$ cat src/rtl/alu_pkg.sv
// alu_pkg: command encodings and flag bundle shared by the ALU pipeline.
// Holds CMD_* codes (3-bit), the flags struct and the subtract decode.
package alu_pkg;

    localparam int CMD_W = 3;

    localparam logic [CMD_W-1:0] CMD_ADD  = 3'd0;
    localparam logic [CMD_W-1:0] CMD_SUB  = 3'd1;
    localparam logic [CMD_W-1:0] CMD_XOR  = 3'd2;
    localparam logic [CMD_W-1:0] CMD_SLT  = 3'd3;
    localparam logic [CMD_W-1:0] CMD_AND  = 3'd4;
    localparam logic [CMD_W-1:0] CMD_NAND = 3'd5;
    localparam logic [CMD_W-1:0] CMD_NOR  = 3'd6;
    localparam logic [CMD_W-1:0] CMD_OR   = 3'd7;

    typedef struct packed {
        logic carryout;
        logic zero;
        logic overflow;
    } alu_flags_t;

    // SLT shares the subtractor: it is decided from A - B.
    function automatic logic is_sub(input logic [CMD_W-1:0] cmd);
        return (cmd == CMD_SUB) || (cmd == CMD_SLT);
    endfunction

endpackage

$ cat src/rtl/alu_core.sv
// alu_core: combinational WIDTH-bit ALU producing result and flags.
// Ports: operandA/operandB/command in; result and flags out.
module alu_core
    import alu_pkg::*;
#(
    parameter int WIDTH = 32
) (
    input  logic [WIDTH-1:0] operandA,
    input  logic [WIDTH-1:0] operandB,
    input  logic [CMD_W-1:0] command,
    output logic [WIDTH-1:0] result,
    output alu_flags_t       flags
);

    logic             subtract;
    logic [WIDTH-1:0] b_eff;
    logic [WIDTH-1:0] sum;
    logic             cout;
    logic             add_ovf;

    assign subtract = is_sub(command);
    assign b_eff    = subtract ? ~operandB : operandB;

    // One adder serves ADD, SUB and SLT; the +1 of the
    // two's complement rides in as the carry-in.
    assign {cout, sum} = {1'b0, operandA}
                       + {1'b0, b_eff}
                       + {{WIDTH{1'b0}}, subtract};

    assign add_ovf = (operandA[WIDTH-1] == b_eff[WIDTH-1])
                  && (sum[WIDTH-1] != operandA[WIDTH-1]);

    always_comb begin
        result = '0;
        flags  = '0;
        unique case (command)
            CMD_ADD, CMD_SUB: begin
                result         = sum;
                flags.carryout = cout;
                flags.overflow = add_ovf;
            end
            // Signed less-than: sign of A-B corrected by overflow.
            CMD_SLT:  result = {{(WIDTH-1){1'b0}}, sum[WIDTH-1] ^ add_ovf};
            CMD_XOR:  result = operandA ^ operandB;
            CMD_AND:  result = operandA & operandB;
            CMD_NAND: result = ~(operandA & operandB);
            CMD_NOR:  result = ~(operandA | operandB);
            CMD_OR:   result = operandA | operandB;
            default:  result = '0;
        endcase
        flags.zero = (result == '0);
    end

endmodule

$ cat src/rtl/alu_pipe.sv
// alu_pipe: ALU with STAGES registered stages and valid/ready backpressure.
// In: clk, reset, inValid, operandA, operandB, command, outReady.
// Out: inReady, outValid, result, carryout, zero, overflow.
// ALU_STICKY_OVF_EN adds clearSticky (in) and stickyOverflow (out).
module alu_pipe
    import alu_pkg::*;
#(
    parameter int WIDTH  = 32,
    parameter int STAGES = 2
) (
    input  logic             clk,
    input  logic             reset,
    input  logic             inValid,
    output logic             inReady,
    input  logic [WIDTH-1:0] operandA,
    input  logic [WIDTH-1:0] operandB,
    input  logic [CMD_W-1:0] command,
    output logic             outValid,
    input  logic             outReady,
    output logic [WIDTH-1:0] result,
    output logic             carryout,
    output logic             zero,
    output logic             overflow
`ifdef ALU_STICKY_OVF_EN
    ,
    input  logic             clearSticky,
    output logic             stickyOverflow
`endif
);

    logic [WIDTH-1:0]  core_result;
    alu_flags_t        core_flags;

    logic [STAGES-1:0] vld;
    logic [STAGES-1:0] adv;
    logic [WIDTH-1:0]  res_q [STAGES];
    alu_flags_t        flg_q [STAGES];

    alu_core #(
        .WIDTH(WIDTH)
    ) u_core (
        .operandA(operandA),
        .operandB(operandB),
        .command (command),
        .result  (core_result),
        .flags   (core_flags)
    );

    // Stage k may advance when it, or any stage after it, is a
    // bubble, or when the consumer takes the last stage. This is
    // the unrolled form of adv_k = !valid_k || adv_(k+1).
    always_comb begin
        adv = '0;
        for (int k = 0; k < STAGES; k++) begin
            adv[k] = outReady;
            for (int j = k; j < STAGES; j++) begin
                if (!vld[j]) begin
                    adv[k] = 1'b1;
                end
            end
        end
    end

    always_ff @(posedge clk) begin
        if (reset) begin
            vld <= '0;
            for (int k = 0; k < STAGES; k++) begin
                res_q[k] <= '0;
                flg_q[k] <= '0;
            end
        end else begin
            if (adv[0]) begin
                vld[0] <= inValid;
                if (inValid) begin
                    res_q[0] <= core_result;
                    flg_q[0] <= core_flags;
                end
            end
            for (int k = 1; k < STAGES; k++) begin
                if (adv[k]) begin
                    vld[k] <= vld[k-1];
                    if (vld[k-1]) begin
                        res_q[k] <= res_q[k-1];
                        flg_q[k] <= flg_q[k-1];
                    end
                end
            end
        end
    end

    assign inReady  = adv[0];
    assign outValid = vld[STAGES-1];
    assign result   = res_q[STAGES-1];
    assign carryout = flg_q[STAGES-1].carryout;
    assign zero     = flg_q[STAGES-1].zero;
    assign overflow = flg_q[STAGES-1].overflow;

`ifdef ALU_STICKY_OVF_EN
    // Set has priority over clear so an overflow is never missed.
    always_ff @(posedge clk) begin
        if (reset) begin
            stickyOverflow <= 1'b0;
        end else if (outValid && outReady && overflow) begin
            stickyOverflow <= 1'b1;
        end else if (clearSticky) begin
            stickyOverflow <= 1'b0;
        end
    end
`else
    // No sticky overflow state in this build.
`endif

endmodule

$ cat config.mk
export PLATFORM = sky130hd
export DESIGN_NAME = alu_pipe
export DESIGN_NICKNAME = d
export VERILOG_FILES = /design/src/rtl/alu_pkg.sv /design/src/rtl/alu_core.sv /design/src/rtl/alu_pipe.sv
export SDC_FILE = /design/constraint.sdc
export NUM_CORES = 1
export LEC_CHECK = 0
export BUFFER_PORTS_ARGS = -buffer_cell sky130_fd_sc_hd__buf_4
export CAP_MARGIN = 20
export CELL_PAD_IN_SITES_DETAIL_PLACEMENT = 0
export CELL_PAD_IN_SITES_GLOBAL_PLACEMENT = 1
export CORE_MARGIN = 5
export CORE_UTILIZATION = 41
export CTS_BUF_LIST = sky130_fd_sc_hd__clkbuf_16
export DETAILED_ROUTE_END_ITERATION = 8
export PLACE_DENSITY_LB_ADDON = 0.1
export SLEW_MARGIN = 5
export SYNTH_ARGS = -nofsm -noshare
export SYNTH_HDL_FRONTEND = slang
export SYNTH_SLANG_ARGS = --single-unit
export TNS_END_PERCENT = 50
$ cat constraint.sdc
create_clock -name clk -period 3.9 [get_ports clk]
set_input_delay 0.39 -clock clk [delete_from_list [all_inputs] [get_ports clk]]
set_output_delay 0.39 -clock clk [all_outputs]
set_load 0.01 [all_outputs]
==> metrics, run 1 <==
PortBufs=approximately 110; outcome=completed; syn_nets=1,001; initial core utilization=a little over 40%; Setup Skew=0.00298 ns; DR DRC count=0; synthesized netlist cell count=834; DP Wirelength=16,500 um; via/cell ratio=around 5.6; Avg WL per Cell=17.9 um; share of Yosys cell area claimed by the top area cell type=28.3%; hold-critical path depth=2; core area=17,900 sq um; Slew HR=38.0%; Ys Warns=0; Reg2Reg Depth=10; CTS Sinks=72; clock-pin slew of the registers on the worst-case setup and hold paths=0.05 ns; flop and latch count out of synthesis=72; Max clock buf depth=2; gpl congestion=0.942; initial antenna violation count=0; Area Overhead vs Synth=17.8%; Resize count post-CTS=0; pin count of the biggest net entering global routing=between 40 and 50; pre-CTS setup slack=0.0164 ns; Synth cell types=73; CTS tree=built; n_diodes=0; EDFF count, synth=70; Fmax=0.278 GHz; H-tree depth=3; cts bufs inserted=9; asr flop ratio synth=0%; Die W=145 um; First DRT Iteration DRCs=about 370; Leak=4.02 nW; Slew @ Worst Pin=0.930 ns; Max Slew Vio Count=0; Critical Path RT=4.07 ns; biggest area consumer among synthesized cells=edfxtp_1; Max Cap Viol=0; CP Data Arrival Time=3.77 ns; Root Buffer Master=clkbuf_16; hold_sp=reset; Hold Crit Class=input pin to register; first-pass GRT wire length=32,900 um; RSZ-0062 raised after global routing=false; Setup CP Type=input pin to register; start point of the critical path=command[2]; Vias=~6,500; Final min period=3.60 ns; Worst-Skew Late Latency=about 0.32 ns; remaining antenna violation count after routing=0; Max VDD drop=roughly 0.27 mV; mapped cell area=7420 sq um; Routed WL=20,700 um; Seq/Total Area, Yosys=28.9%; Final WS setup=0.297 ns; post-route setup TNS=0 ns; Core Util, Final=48.8%; RR Startpoint=vld[1]$_SDFFE_PP0N_; Final Cycle Share=92.4%; crit path launch type=input pin; Pwr Density=308 nW/um^2; vias in the first global route=around 6,500; Overall Global Routing Usage=roughly a fifth; layout cell share with drive strength beyond 1=between 20% and 30%; Rows=49; GRT overflow=0; Setup violations, final=0; CP endpoint kind=register; dominant synthesized flop cell=edfxtp_1; Setup Fix Bufs, Post-CTS=0; DRT Pass-1 Iters=6; dominant cells by area after synthesis=edfxtp_1 28%, ha_1 16%, xnor2_1 6.4%; Hold Fails Final Rpt=0; IO Count=108; syn_area_per_cell=around 8.9 sq um; Die Y=between 100 and 150 um; Nets=1,093; Post-CTS Hold Fix Bufs=0; largest fanout on the critical path=10; die area=20,900 sq um
## area by class of cell
| type | instances | area (sq um) |
|---|---|---|
| clock inverter | 6 | 22.5 |
| tap | 229 | 287 |
| clock buffer | 9 | 225 |
| multi-input combinational | 607 | 4590 |
| sequential | 72 | 2140 |
| fill | 1790 | 9160 |
| timing repair buffer | 157 | 1180 |
| inverter | 79 | 297 |
## stage by stage
stage / hold slack [ns] / instance area, sq um / std cells / power [W]
floorplan: 0.462 / 7440 / 834 / 0.00167
global placement: 0.493 / 8490 / 1144 / 0.00203
detailed placement: 0.501 / 8490 / 1144 / 0.00204
CTS: 0.269 / 8740 / 1159 / 0.00270
global route: 0.282 / 8740 / 1159 / 0.00286
finish: 0.278 / 8740 / 1159 / 0.00269
## cell families (layout without fill, tap and decap cells)
| logic type | count (synthesis) | after routing | share of synthesized area (%) |
|---|---|---|---|
| DFF | 72 | 72 | 28.9 |
| AOI/OAI and AO/OA | 221 | 221 | 20.8 |
| and+or+nand+nor | 208 | 208 | 14.4 |
| muxes | 18 | 18 | 2.43 |
| buffers and inverters | 155 | 251 | 9.67 |
| adders and majority gates | 96 | 96 | 16.3 |
| xor gates and xnor gates | 64 | 64 | 7.55 |
## worst max-delay path: stages
cell and delay (ns):
buf_4 0.11, inv_1 0.08, nand2_2 0.12, buf_4 0.20, buf_4 0.20, xnor2_1 0.14, ha_1 0.39, a21oi_1 0.19
a21oi_1 0.08, a211o_1 0.31, a221oi_2 0.39, a21boi_1 0.16, o21a_1 0.20, or3_1 0.30, a31oi_1 0.23, nand4_1 0.13
nor3_2 0.12
## cell usage in the layout, fill, tap and decap left out, types with 11 or more instances in the layout
master,count
nand2_1,40
a21o_1,12
a21oi_1,57
a22oi_1,11
a221oi_1,11
o22ai_1,15
and2_1,49
edfxtp_1,70
ha_1,95
o21ai_0,31
xnor2_1,54
mux2i_1,18
nor2_1,52
inv_1,82
buf_4,157
## Yosys cell counts, types with 6 or more instances
cell,count
nor2b_1,9
and2_1,49
a221oi_1,11
ha_1,95
nor2_1,53
xnor2_1,54
xor2_1,10
nand3_1,7
o22ai_1,15
a21oi_1,58
buf_1,8
edfxtp_1,70
a22oi_1,11
a21o_1,12
o22a_1,10
and3_1,8
buf_2,6
nor3_1,11
buf_4,32
nand2_1,41
inv_1,78
clkbuf_1,28
o21ai_0,31
nand4_1,8
mux2i_1,18
o211ai_1,7
## per-layer routing
metal  global-route usage (%)  up-vias  share of wire [%]
met4                     6.28        0                2.4
met1                     27.1     3027                 46
li1                         -     3147                  -
met2                     32.9      236                 46
met5                        0        -                  0
met3                     2.51       43                5.7
## state kept, by name, indices dropped and copies added (netlist names)
| register | flops |
|---|---|
| vld | 2 |
| flg_q | 6 |
| res_q | 64 |
## where the power goes
part	switching (W)	internal [W]	total, W
clock	0.000244	0.000410	0.000654
sequential	0.0000142	0.000930	0.000945
combinational	0.000615	0.000477	0.00109
## final timing paths
| path | slack [ns] | to |
|---|---|---|
| worst max-delay path | 0.30 | flg_q[0][1]$_SDFFCE_PN0P_ |
| worst min-delay path | 0.28 | vld[1]$_SDFFE_PP0N_ |
| worst max register to register | 1.37 | flg_q[0][1]$_SDFFCE_PN0P_ |
| worst min register to register | 0.51 | vld[1]$_SDFFE_PP0N_ |
(Power assumes the default switching activity.)
==> inputs of run 2 (changes only) <==
--- a/config.mk
+++ b/config.mk
@@ -5,12 +5,13 @@
 export SDC_FILE = /design/constraint.sdc
 export NUM_CORES = 1
 export LEC_CHECK = 0
+export ABC_AREA = 1
 export BUFFER_PORTS_ARGS = -buffer_cell sky130_fd_sc_hd__buf_4
 export CAP_MARGIN = 20
 export CELL_PAD_IN_SITES_DETAIL_PLACEMENT = 0
 export CELL_PAD_IN_SITES_GLOBAL_PLACEMENT = 1
 export CORE_MARGIN = 5
-export CORE_UTILIZATION = 41
+export CORE_UTILIZATION = 39
 export CTS_BUF_LIST = sky130_fd_sc_hd__clkbuf_16
 export DETAILED_ROUTE_END_ITERATION = 8
 export PLACE_DENSITY_LB_ADDON = 0.1
==> run 2 against run 1 <==
  * Clock power grew 13%
  * Total power is 2.3% higher
  * Core utilization decreased by 3.9 points
  * Combinational power about the same
  * First-iteration DRC count up 11%
  * Maximum frequency grew 13%
  * Sequential share of layout area decreased by 0.78 points
  * Critical path depth increased by 3
  * Via count is 10% higher
  * Setup slack better by 0.41 ns
  * Critical path type unchanged
  * Largest cell class unchanged
==> metrics, run 2 <==
flop and latch count out of synthesis=72 (unchanged); count leader, synth=nand2_1; Synth cell types=48 (-34%); Max Slew Vio Count=0 (unchanged); syn_nets=1,308 (+31%); Avg WL per Cell=15.7 um (-12%); Pwr Total=0.00275 W (+2.3%); most frequent cells in the layout=263 x nand2_1, 188 x inv_1, 143 x nor2_1; n_diodes=0 (unchanged); hold_sp=reset; RSZ-0062 raised after global routing=false; CP Data Arrival Time=3.37 ns (-0.40 ns); CTS tree=built; Nets=1,374 (+26%); crit path launch type=input pin; RR Startpoint=vld[0]$_SDFFE_PP0N_; vias in the first global route=6,775 (+4.7%); outcome=completed; Max clock buf depth=2 (unchanged); Vias=7,127 (+10%); share of Yosys cell area claimed by the top area cell type=26.6% (-1.7 points); GRT overflow=0 (unchanged); max reg flops=64 (unchanged); via/cell ratio=4.81 (-14%); Rows=52 (+6.1%); Root Buffer Master=clkbuf_16; biggest area consumer among synthesized cells=edfxtp_1; H-tree depth=3 (unchanged); DR DRC count=0 (unchanged); Max VDD drop=0.215 mV (-21%); Leak=4.63 nW (+15%); RR Endpoint=flg_q[0][1]$_SDFFCE_PN0P_; Min-Delay Endpoint=vld[1]$_SDFFE_PP0N_; Fmax=0.313 GHz (+13%); Final min period=3.19 ns (-0.410 ns); core area=20,100 sq um (+12%); initial antenna violation count=0 (unchanged); pin count of the biggest net entering global routing=69 (+44%); Pwr Density=305 nW/um^2 (-0.98%); FF-to-FF setup slack=1.78 ns (+0.41 ns); clock-pin slew of the registers on the worst-case setup and hold paths=0.05 ns (about the same); pre-CTS setup slack=0.367 ns (+0.350 ns); Die Y=152 um (+5.3%); start point of the critical path=command[2]; Post-CTS Hold Fix Bufs=0 (unchanged); cts bufs inserted=9 (unchanged); EDFF count, synth=70 (unchanged); First DRT Iteration DRCs=411 (+11%); syn_area_per_cell=6.92 sq um (-22%); die area=23,200 sq um (+11%); CP endpoint kind=register; Final WS setup=0.707 ns (+0.410 ns); leading cell type in the layout, fill and taps excluded=nand2_1; DP Wirelength=19,200 um (+16%); Regs by FF count=res_q x64, flg_q x6, vld x2; Critical Path RT=4.08 ns (about the same); hold-critical path depth=2 (unchanged); post-route setup TNS=0 ns (unchanged); hold slack=0.249 ns (-0.0289 ns); largest fanout on the critical path=32 (+22); Finished Cell Area=9030 sq um (+3.3%); Setup Fix Bufs, Post-CTS=0 (unchanged); Setup CP Type=input pin to register; remaining antenna violation count after routing=0 (unchanged); layout cell share with drive strength beyond 1=13.0% (-7.1 points); DP Area=8730 sq um (+2.8%); Hold Crit Class=input pin to register; Slew HR=55.2% (+17 points); Max Cap Viol=0 (unchanged); Resize count post-CTS=0 (unchanged); Overall Global Routing Usage=19.9% (+0.029 points); Seq/Total Area, Yosys=27.1% (-1.7 points); dominant cells by area after synthesis=edfxtp_1 27%, ha_1 15%, nand2_1 13%; mapped cell area=7890 sq um (+6.3%); Slew @ Worst Pin=0.670 ns (-0.259 ns); Reg2Reg Depth=11 (+1); Die W=152 um (+5.3%); PortBufs=107 (unchanged); gpl congestion=0.909 (-3.4%); Hold Fails Final Rpt=0 (unchanged); Worst-Skew Late Latency=0.32 ns (about the same); Area Overhead vs Synth=14.4%; IO Count=108 (unchanged); first-pass GRT wire length=37,100 um (+13%); DRT Pass-1 Iters=5 (-1); Setup violations, final=0 (unchanged); Ys Warns=0 (unchanged); synth cell count leaders=263 x nand2_1, 187 x inv_1, 143 x nor2_1, 95 x ha_1, 78 x a21oi_1; Routed WL=23,300 um (+13%); register bank with the most flops=res_q; Setup Skew=0.00490 ns (+0.00192 ns); asr flop ratio synth=0% (unchanged); synthesized netlist cell count=1,141 (+37%); initial core utilization=39.3% (-2.2 points); Final Cycle Share=81.9% (-11 points); dominant synthesized flop cell=edfxtp_1; CTS Sinks=72 (unchanged)
run 2: metal layers:
metal / wire (um) / up-vias / global-route usage [%]
met2: 10300 / 146 / 31.7
met5: 0 / - / 0
met1: 11600 / 3171 / 29.1
li1: - / 3786 / -
met4: 365 / 0 / 4.28
met3: 1030 / 24 / 2.50
run 2: report_power, final:
part / internal [W] / switching (W)
clock network: 0.000481 / 0.000256
registers: 0.000929 / 0.0000155
logic: 0.000379 / 0.000692
total: 0.00179 / 0.000963
run 2: per-stage QoR:
stage,utilization [%],instances
6_report,44.9,1482
5_1_grt,44.9,1482
4_1_cts,44.8,1481
3_5_place_dp,43.4,1465
3_3_place_gp,43.4,1465
2_1_floorplan,-,1141
run 2: cells by family (layout without fill, tap and decap cells):
logic type | Yosys count | after routing | synth area share, %
AND/OR/NAND/NOR | 516 | 516 | 27.3
buffers and inverters | 255 | 326 | 14.1
AO/OA/AOI/OAI | 168 | 168 | 12.3
adder cells (fa/ha/maj) | 96 | 96 | 15.3
flip-flops | 72 | 72 | 27.1
XOR/XNOR | 34 | 34 | 3.77
run 2: worst max path at each step:
stage                                     end  cells after the start  slack (ns)
detailed placement  flg_q[0][1]$_SDFFCE_PN0P_                     20        0.37
finish              flg_q[0][1]$_SDFFCE_PN0P_                     20        0.71
floorplan           flg_q[0][1]$_SDFFCE_PN0P_                     22        1.06
CTS                 flg_q[0][1]$_SDFFCE_PN0P_                     20        0.70
global placement    flg_q[0][1]$_SDFFCE_PN0P_                     20        0.39
global route        flg_q[0][1]$_SDFFCE_PN0P_                     20        0.43
run 2: layout make-up:
cell class,count,area [sq um]
Fill cell,2137,11100
Multi-Input combinational cell,814,4640
Sequential cell,72,2140
Timing Repair Buffer,115,901
Inverter,195,732
Tap cell,270,338
Clock buffer,9,225
Clock inverter,7,53.8
run 2: worst max-delay path: stages:
cell and delay [ns]:
buf_4 0.18, inv_2 0.06, nand2_2 0.07, buf_12 0.25, xor2_1 0.24, inv_1 0.09
fa_1 0.43, inv_1 0.16, nand2_1 0.08, nand3_2 0.10, nand2_1 0.08, nand2_1 0.13
nand2_1 0.07, nand3_1 0.12, nand2_1 0.08, nor2_1 0.14, nand4_1 0.11, nor3_1 0.29
nand4_1 0.15, nor2_1 0.13
